### src/rtl/serial_add_ctrl.sv
// Bit-serial adder controller: one shared full-adder cell (two half adders + OR)
// walks a WIDTH-bit operand pair LSB first, one bit per clock, behind a start/done handshake.
module serial_add_ctrl #(
   parameter int WIDTH = 8
) (
   input  logic             clk,
   input  logic             rst,
   input  logic             start,
   input  logic [WIDTH-1:0] op_a,
   input  logic [WIDTH-1:0] op_b,
   input  logic             cin,
   output logic             busy,
   output logic             done,
   output logic [WIDTH-1:0] sum,
   output logic             cout,
   output logic [1:0]       dbg_state
);

   // Handshake: start is a request sampled on a rising edge and accepted only in
   // IDLE or DONE (operands and cin captured on that edge); done is a one-cycle
   // result-valid pulse and sum/cout stay stable until the next completion.

   localparam int CW = $clog2(WIDTH);
   localparam logic [CW-1:0] LAST = CW'(WIDTH - 1);

   typedef enum logic [1:0] {
      IDLE = 2'd0,
      RUN  = 2'd1,
      DONE = 2'd2
   } state_t;

   state_t           state, state_nxt;
   logic [WIDTH-1:0] a_sh, b_sh, s_sh;
   logic             carry_q;
   logic [CW-1:0]    cnt;

   logic ha1_s, ha1_c, ha2_c, bit_s, bit_c;
   logic last_bit, accept;

   // Full-adder cell built from two half adders and an OR.
   assign ha1_s = a_sh[0] ^ b_sh[0];
   assign ha1_c = a_sh[0] & b_sh[0];
   assign bit_s = ha1_s ^ carry_q;
   assign ha2_c = ha1_s & carry_q;
   assign bit_c = ha1_c | ha2_c;

   assign last_bit = (cnt == LAST);
   assign accept   = start && ((state == IDLE) || (state == DONE));

   always_ff @(posedge clk) begin
      if (rst) begin
         state <= IDLE;
      end else begin
         state <= state_nxt;
      end
   end

   always_comb begin
      state_nxt = state;
      case (state)
         IDLE:    if (start) state_nxt = RUN;
         RUN:     if (last_bit) state_nxt = DONE;
         DONE:    state_nxt = start ? RUN : IDLE;
         default: state_nxt = IDLE;
      endcase
   end

   always_comb begin
      busy      = (state == RUN);
      done      = (state == DONE);
      dbg_state = state;
   end

   // The counter is not advanced on the last bit so it only restarts via reload on start.
   always_ff @(posedge clk) begin
      if (rst) begin
         a_sh    <= '0;
         b_sh    <= '0;
         s_sh    <= '0;
         carry_q <= 1'b0;
         cnt     <= '0;
         sum     <= '0;
         cout    <= 1'b0;
      end else if (accept) begin
         a_sh    <= op_a;
         b_sh    <= op_b;
         carry_q <= cin;
         cnt     <= '0;
      end else if (state == RUN) begin
         a_sh    <= a_sh >> 1;
         b_sh    <= b_sh >> 1;
         s_sh    <= {bit_s, s_sh[WIDTH-1:1]};
         carry_q <= bit_c;
         if (last_bit) begin
            sum  <= {bit_s, s_sh[WIDTH-1:1]};
            cout <= bit_c;
         end else begin
            cnt <= cnt + CW'(1);
         end
      end
   end

endmodule
### config.mk
export PLATFORM = sky130hd
export DESIGN_NAME = serial_add_ctrl
export DESIGN_NICKNAME = d
export VERILOG_FILES = /design/src/rtl/serial_add_ctrl.sv
export SDC_FILE = /design/constraint.sdc
export NUM_CORES = 1
export LEC_CHECK = 0
export ABC_AREA = 1
export ABC_CLOCK_PERIOD_IN_PS = 1400
export CORE_ASPECT_RATIO = 1.5
export CORE_MARGIN = 10
export CORE_UTILIZATION = 31
export CTS_BUF_LIST = sky130_fd_sc_hd__clkbuf_4 sky130_fd_sc_hd__clkbuf_8
export DETAILED_ROUTE_END_ITERATION = 8
export GPL_TIMING_DRIVEN = 1
export RECOVER_POWER = 50
export SETUP_SLACK_MARGIN = 0.5
export SLEW_MARGIN = 25
export SYNTH_ARGS = -nofsm -noshare
export SYNTH_HDL_FRONTEND = slang
export SYNTH_SLANG_ARGS = --single-unit
### constraint.sdc
create_clock -name clk -period 1.4 [get_ports clk]
set_input_delay 0.14 -clock clk [delete_from_list [all_inputs] [get_ports clk]]
set_output_delay 0.14 -clock clk [all_outputs]
set_load 0.01 [all_outputs]
=== Yosys cells after proc, flatten, opt, wreduce, memory -nomap -nowiden ===
Cells that the tools add are included.

* Bits in registers: 39
* Input bits: 20
* Output and inout bits: 13
* Logic and storage cells: 40

* $add $sub $neg: 1
* Equality and inequality tests: 5
* Muxes and demuxes: 10
* Bitwise gates (word level): 7
* Reduce and logical (&&, ||, !) cells: 9

{| class="wikitable"
|+ Operators with widths
! operator !! number
|-
| $mux 8 || 4
|-
| $pmux 2 s3 || 1
|-
| $reduce_and 2->1 || 3
|-
| $mux 2 || 2
|-
| $add 3x1->3 const B || 1
|-
| $eq 3x3->1 const B || 1
|-
| $mux 1 || 3
|-
| $reduce_and 3->1 || 1
|-
| $and 1x1->1 || 2
|-
| $eq 2x1->1 const B || 1
|-
| $eq 2x2->1 const B || 1
|-
| $logic_not 2->1 || 1
|-
| $ne 2x1->1 const B || 1
|-
| $ne 2x2->1 const B || 1
|-
| $not 1->1 || 2
|-
| $reduce_bool 2->1 || 1
|-
| $reduce_or 2->1 || 1
|-
| $xor 1x1->1 || 2
|-
| $logic_and 1x1->1 || 1
|-
| $logic_or 1x1->1 || 1
|-
| $or 1x1->1 || 1
|}

=== Longest topological paths before layout ===
* Depth after elaboration: 5
* Mapped depth: 8

=== Worst setup path before layout ===
No wires, ideal clock.

* Path type: flip-flop to flip-flop
* Start: register cnt[0]
* End: register sum[0]
* Setup time: 0.116 ns
* Arrival: 1.100 ns
* Setup slack: 0.184 ns
* Stages on the path, launching flop included: 8
* Path buffers: 0
* Cell sequence: dfxtp_1 -> ha_1 -> ha_1 -> inv_1 -> nor2_4 -> inv_2 -> nor2_1 -> nor2_1

* Word-level cells in the longest chain between the ends: 2

{| class="wikitable"
|+ Ends and longest elaborated chain
! element !! line !! RTL
|-
| start: declaration || 35 || <nowiki>logic [CW-1:0] cnt;</nowiki>
|-
| start signal: assignment || 98 || <nowiki>cnt <= cnt + CW'(1);</nowiki>
|-
| $eq 3x3->1 || 47 || <nowiki>assign last_bit = (cnt == LAST);</nowiki>
|-
| $reduce_and 3->1 (no line) || n/a ||
|-
| end signal: assignment || 95 || <nowiki>sum <= {bit_s, s_sh[WIDTH-1:1]};</nowiki>
|-
| end: declaration || 14 || <nowiki>output logic [WIDTH-1:0] sum,</nowiki>
|}

Every way passes these cells.
A chain may end at the register's enable or synchronous reset.

=== Worst setup path after layout ===
* Start: register state[0], in the netlist dbg_state[0]
* End: register b_sh[5]

* Word-level cells in the longest chain between the ends: 4

{| class="wikitable"
|+ Ends and longest elaborated chain
! element !! line !! RTL
|-
| start: declaration || 32 || <nowiki>state_t state, state_nxt;</nowiki>
|-
| start signal: assignment || 54 || <nowiki>state <= state_nxt;</nowiki>
|-
| $eq 2x2->1 or $logic_not 2->1 (tied branches) || 48 || <nowiki>assign accept = start && ((state == IDLE) || (state == DONE));</nowiki>
|-
| $logic_or 1x1->1 || 48 ||
|-
| $logic_and 1x1->1 || 48 ||
|-
| $mux 8 or $reduce_bool 2->1 (tied branches) || n/a ||
|-
| end signal: assignment || 86 || <nowiki>b_sh <= op_b;</nowiki>
|-
| end signal: assignment || 91 || <nowiki>b_sh <= b_sh >> 1;</nowiki>
|-
| end: declaration || 33 || <nowiki>logic [WIDTH-1:0] a_sh, b_sh, s_sh;</nowiki>
|}

Parallel ways exist; a longest one is shown, timed or not.

==> results.py <==
metrics = {
    "critical_path": {
        "critical_path_depth": 7,
        "ff2ff_setup_slack_ns": 0.16,
        "path_buf_inv": 3,
        "cp-startpoint": "dbg_state[0]",
        "critPathTopFamily": "flip-flops",
        "path_cells": "buf_6 > buf_12 > inv_16 > nand2_8 > nand2_8 > o21ai_4 > nor2_1",
        "cp-end-kind": "flip-flop",
        "ff2ff_path_depth": 7,
        "worstPathMaxFanout": 8,
        "cp_slowest_cell": "dfxtp_1",
        "r2r_start": "dbg_state[0]",
        "crit_end": "b_sh[5]",
        "required_ns": 1.59,
        "timing.critical_path.arrival_ns": 1.42,
        "critPathLaunchType": "flip-flop",
        "cpMostUsedCell": "nand2_8",
        "critPathMaxStageDelay_ns": 0.41,
        "critPathKind": "flip-flop to flip-flop",
        "r2r_end": "b_sh[5]",
    },
    "floorplan": {
        "die-area_sq_um": 9020,
        "die_x_um": 81.0,
        "num_rows": 33,
        "start_util_pct": 31.7,
        "fp.dieH_um": 111,
        "core_sq_um": 5450,
        "io_pins": 33,
    },
    "place": {
        "place_area_sq_um": 2160,
        "port_buffers": 32,
        "gp_congestion": 0.769,
        "hpwl_um": 2970,
    },
    "global_route": {
        "grt_pass1_vias": 1713,
        "antenna_found_initial": 0,
        "track_usage_pct": 10.4,
        "grt_pass1_wl_um": 7670,
        "globalRouteOverflowTotal": 0,
        "grt_start_max_net_pins": 15,
    },
    "final_layout": {
        "final_area_sq_um": 2590,
        "fill_cells": 557,
        "seq_area_sq_um": 769,
        "antenna_cells": 0,
        "syn2layout_area_growth_pct": 50.0,
        "fin_util_pct": 47.6,
        "final_nets": 312,
        "multi_input_area_sq_um": 992,
        "drive_gt1_share_pct": 34.8,
    },
    "power": {
        "p_int_uw": 1920,
        "p_per_area_nw_per_um2": 1020,
        "swShare_pct": 27.4,
        "p_comb_share_pct": 19.8,
        "p_clk_share_pct": 34.8,
        "irDropWorstVdd_mv": 0.471,
        "p_leak_uw": 0.00112,
        "seqPwrFrac_pct": 45.4,
        "power_switching_uw": 726,
        "fin_total_pwr_uw": 2650,
    },
    "cts": {
        "clk_latency_ns": 0.29,
        "cts_buffer_depth": 2,
        "cts.clk_slew.worst_paths_ns": 0.08,
        "cts_sinks": 38,
        "hold_buffers": 0,
        "cts_root_buf": "clkbuf_8",
        "cts_tree": "built",
        "cts-buffers-inserted": 5,
        "htreeDepth": 2,
    },
    "sta": {
        "finClkSkew_ns": 0.00710,
        "grt_setup_unrepaired": "true",
        "hold_viol": 0,
        "holdWs_ns": 0.406,
        "period_minus_slack_ns": 1.24,
        "fmax_ghz": 0.807,
        "fin_crit_sh_pct": 88.5,
        "setup_viol": 0,
        "fin_setup_tns_ns": 0,
        "relSlewSlack_pct": 74.0,
        "tightest_slew_ns": 0.391,
        "maxSlewViolCount": 0,
    },
    "run": {
        "max_cap_viol_count": 0,
    },
    "synthesis": {
        "yosys.area.top_type_share_pct": 44.0,
        "synth_flop_cell": "dfxtp_1",
        "synth_area_sq_um": 1730,
        "synth.net_count": 260,
        "synth_seq_area_share_pct": 44.0,
        "synth.most_common_cell": "nand2_1",
        "synth_area_leaders": "dfxtp_1 (44%), nand2_1 (9.6%), nor2_1 (8.9%), nand3_1 (7.5%), inv_1 (5.6%)",
        "ys_types": 19,
        "yosys_warnings": 0,
        "synth_edf_count": 0,
        "synthCells": 237,
        "synthTopCellsByCount": "nand2_1 (44), nor2_1 (41), dfxtp_1 (38)",
        "synth_largest_area_cell": "dfxtp_1",
        "syn_area_per_cell_sq_um": 7.29,
        "ys_ff_latch": 38,
        "synth-async-reset-ratio_pct": 0,
    },
    "routing": {
        "dr.pass1.iters": 4,
        "totalWireLength_um": 4610,
        "ant_nets": 0,
        "drc": 0,
        "viasPerCell": 4.64,
        "first_iter_violations": 52,
        "wl_per_cell_um": 12.8,
        "num_vias": 1671,
    },
    "worst_hold_path": {
        "min_path_type": "input port to flip-flop",
    },
    "outcome": {
        "status": "finished clean",
    },
}
[cell usage in the layout, fill, tap and decap left out, types with 5 or more instances in the layout]
master / count
o21ai_1: 5
buf_6: 12
o21ai_0: 8
dfxtp_2: 7
buf_4: 10
nand2_1: 30
clkdlybuf4s50_1: 18
nand2_2: 13
clkbuf_1: 5
nand3_1: 25
dfxtp_1: 31
o21ai_2: 5
a21oi_2: 8
inv_1: 24
nor2_2: 10
nor2_1: 33
a21oi_1: 9
clkbuf_8: 5
[final cells by class]
type,instances,area share (%)
clock buffers,5,2.65
repair buffers,51,18.8
inverters,31,5.69
flip-flops and latches,38,29.7
clock inverters,3,1.54
well taps,70,3.38
multi-input cells,162,38.3
[logic make-up (layout without fill, tap and decap cells)]
group	after synthesis	after routing	synth area share (%)
AO/OA/AOI/OAI	37	37	10.9
flip-flops	38	38	44.0
adder cells (fa/ha/maj)	3	3	2.61
AND/OR/NAND/NOR	118	122	30.8
buffers and inverters	41	90	11.7
[stage by stage]
stage,worst slack [ns],instances
3_3_place_gp,0.0430,338
2_1_floorplan,0.318,237
3_5_place_dp,0.00255,338
5_1_grt,0.104,360
6_report,0.161,360
4_1_cts,0.208,359
[sequential cells by signal (all words and copies together) (netlist names)]
| signal | flops |
|---|---|
| s_sh | 7 |
| b_sh | 8 |
| cnt | 3 |
| cout | 1 |
| a_sh | 8 |
| dbg_state | 2 |
| carry_q | 1 |
| sum | 8 |
[how the worst min path moves through the flow]
| stage | startpoint | to | slack (ns) | depth (start not counted) |
|---|---|---|---|---|
| 6_report | op_a[7] | a_sh[7] | 0.41 | 3 |
| 5_1_grt | op_a[7] | a_sh[7] | 0.43 | 3 |
| 4_1_cts | op_a[7] | a_sh[7] | 0.41 | 3 |
| 3_5_place_dp | s_sh[2] | sum[1] | 0.46 | 2 |
| 3_3_place_gp | s_sh[2] | sum[1] | 0.45 | 2 |
| 2_1_floorplan | rst | b_sh[6] | 0.21 | 1 |
[power groups by stage]
stage | registers (uW) | logic [uW] | clock network, uW
after global routing | 1210 | 580 | 963
after detailed placement | 1220 | 367 | 0
after global placement | 1220 | 360 | 0
after CTS | 1200 | 518 | 942
after floorplan | 1210 | 262 | 0
final | 1200 | 524 | 920
[worst reg2reg max path: cells and delay by family (launching register included)]
kind	cells	cell delay (ns)
DFF	1	0.41
and+or+nand+nor	3	0.24
buffers and inverters	3	0.32
AOI/OAI and AO/OA	1	0.16
[layer usage]
metal	up-vias	wire (um)	global-route usage (%)	part of all wire, %
met5	-	0	0	0
met4	0	93	5.33	2.0
met3	9	217	3.06	4.7
met2	29	2510	18.8	54
met1	782	1790	10.3	39
li1	851	-	-	-
[timing repair]
action	4_1_cts	5_1_grt
buffers inserted	8	1
gates resized for setup	116	34
gates cloned	5	0
endpoints found under the setup margin	51	50
pin swaps	20	10
(Power assumes the default switching activity.)
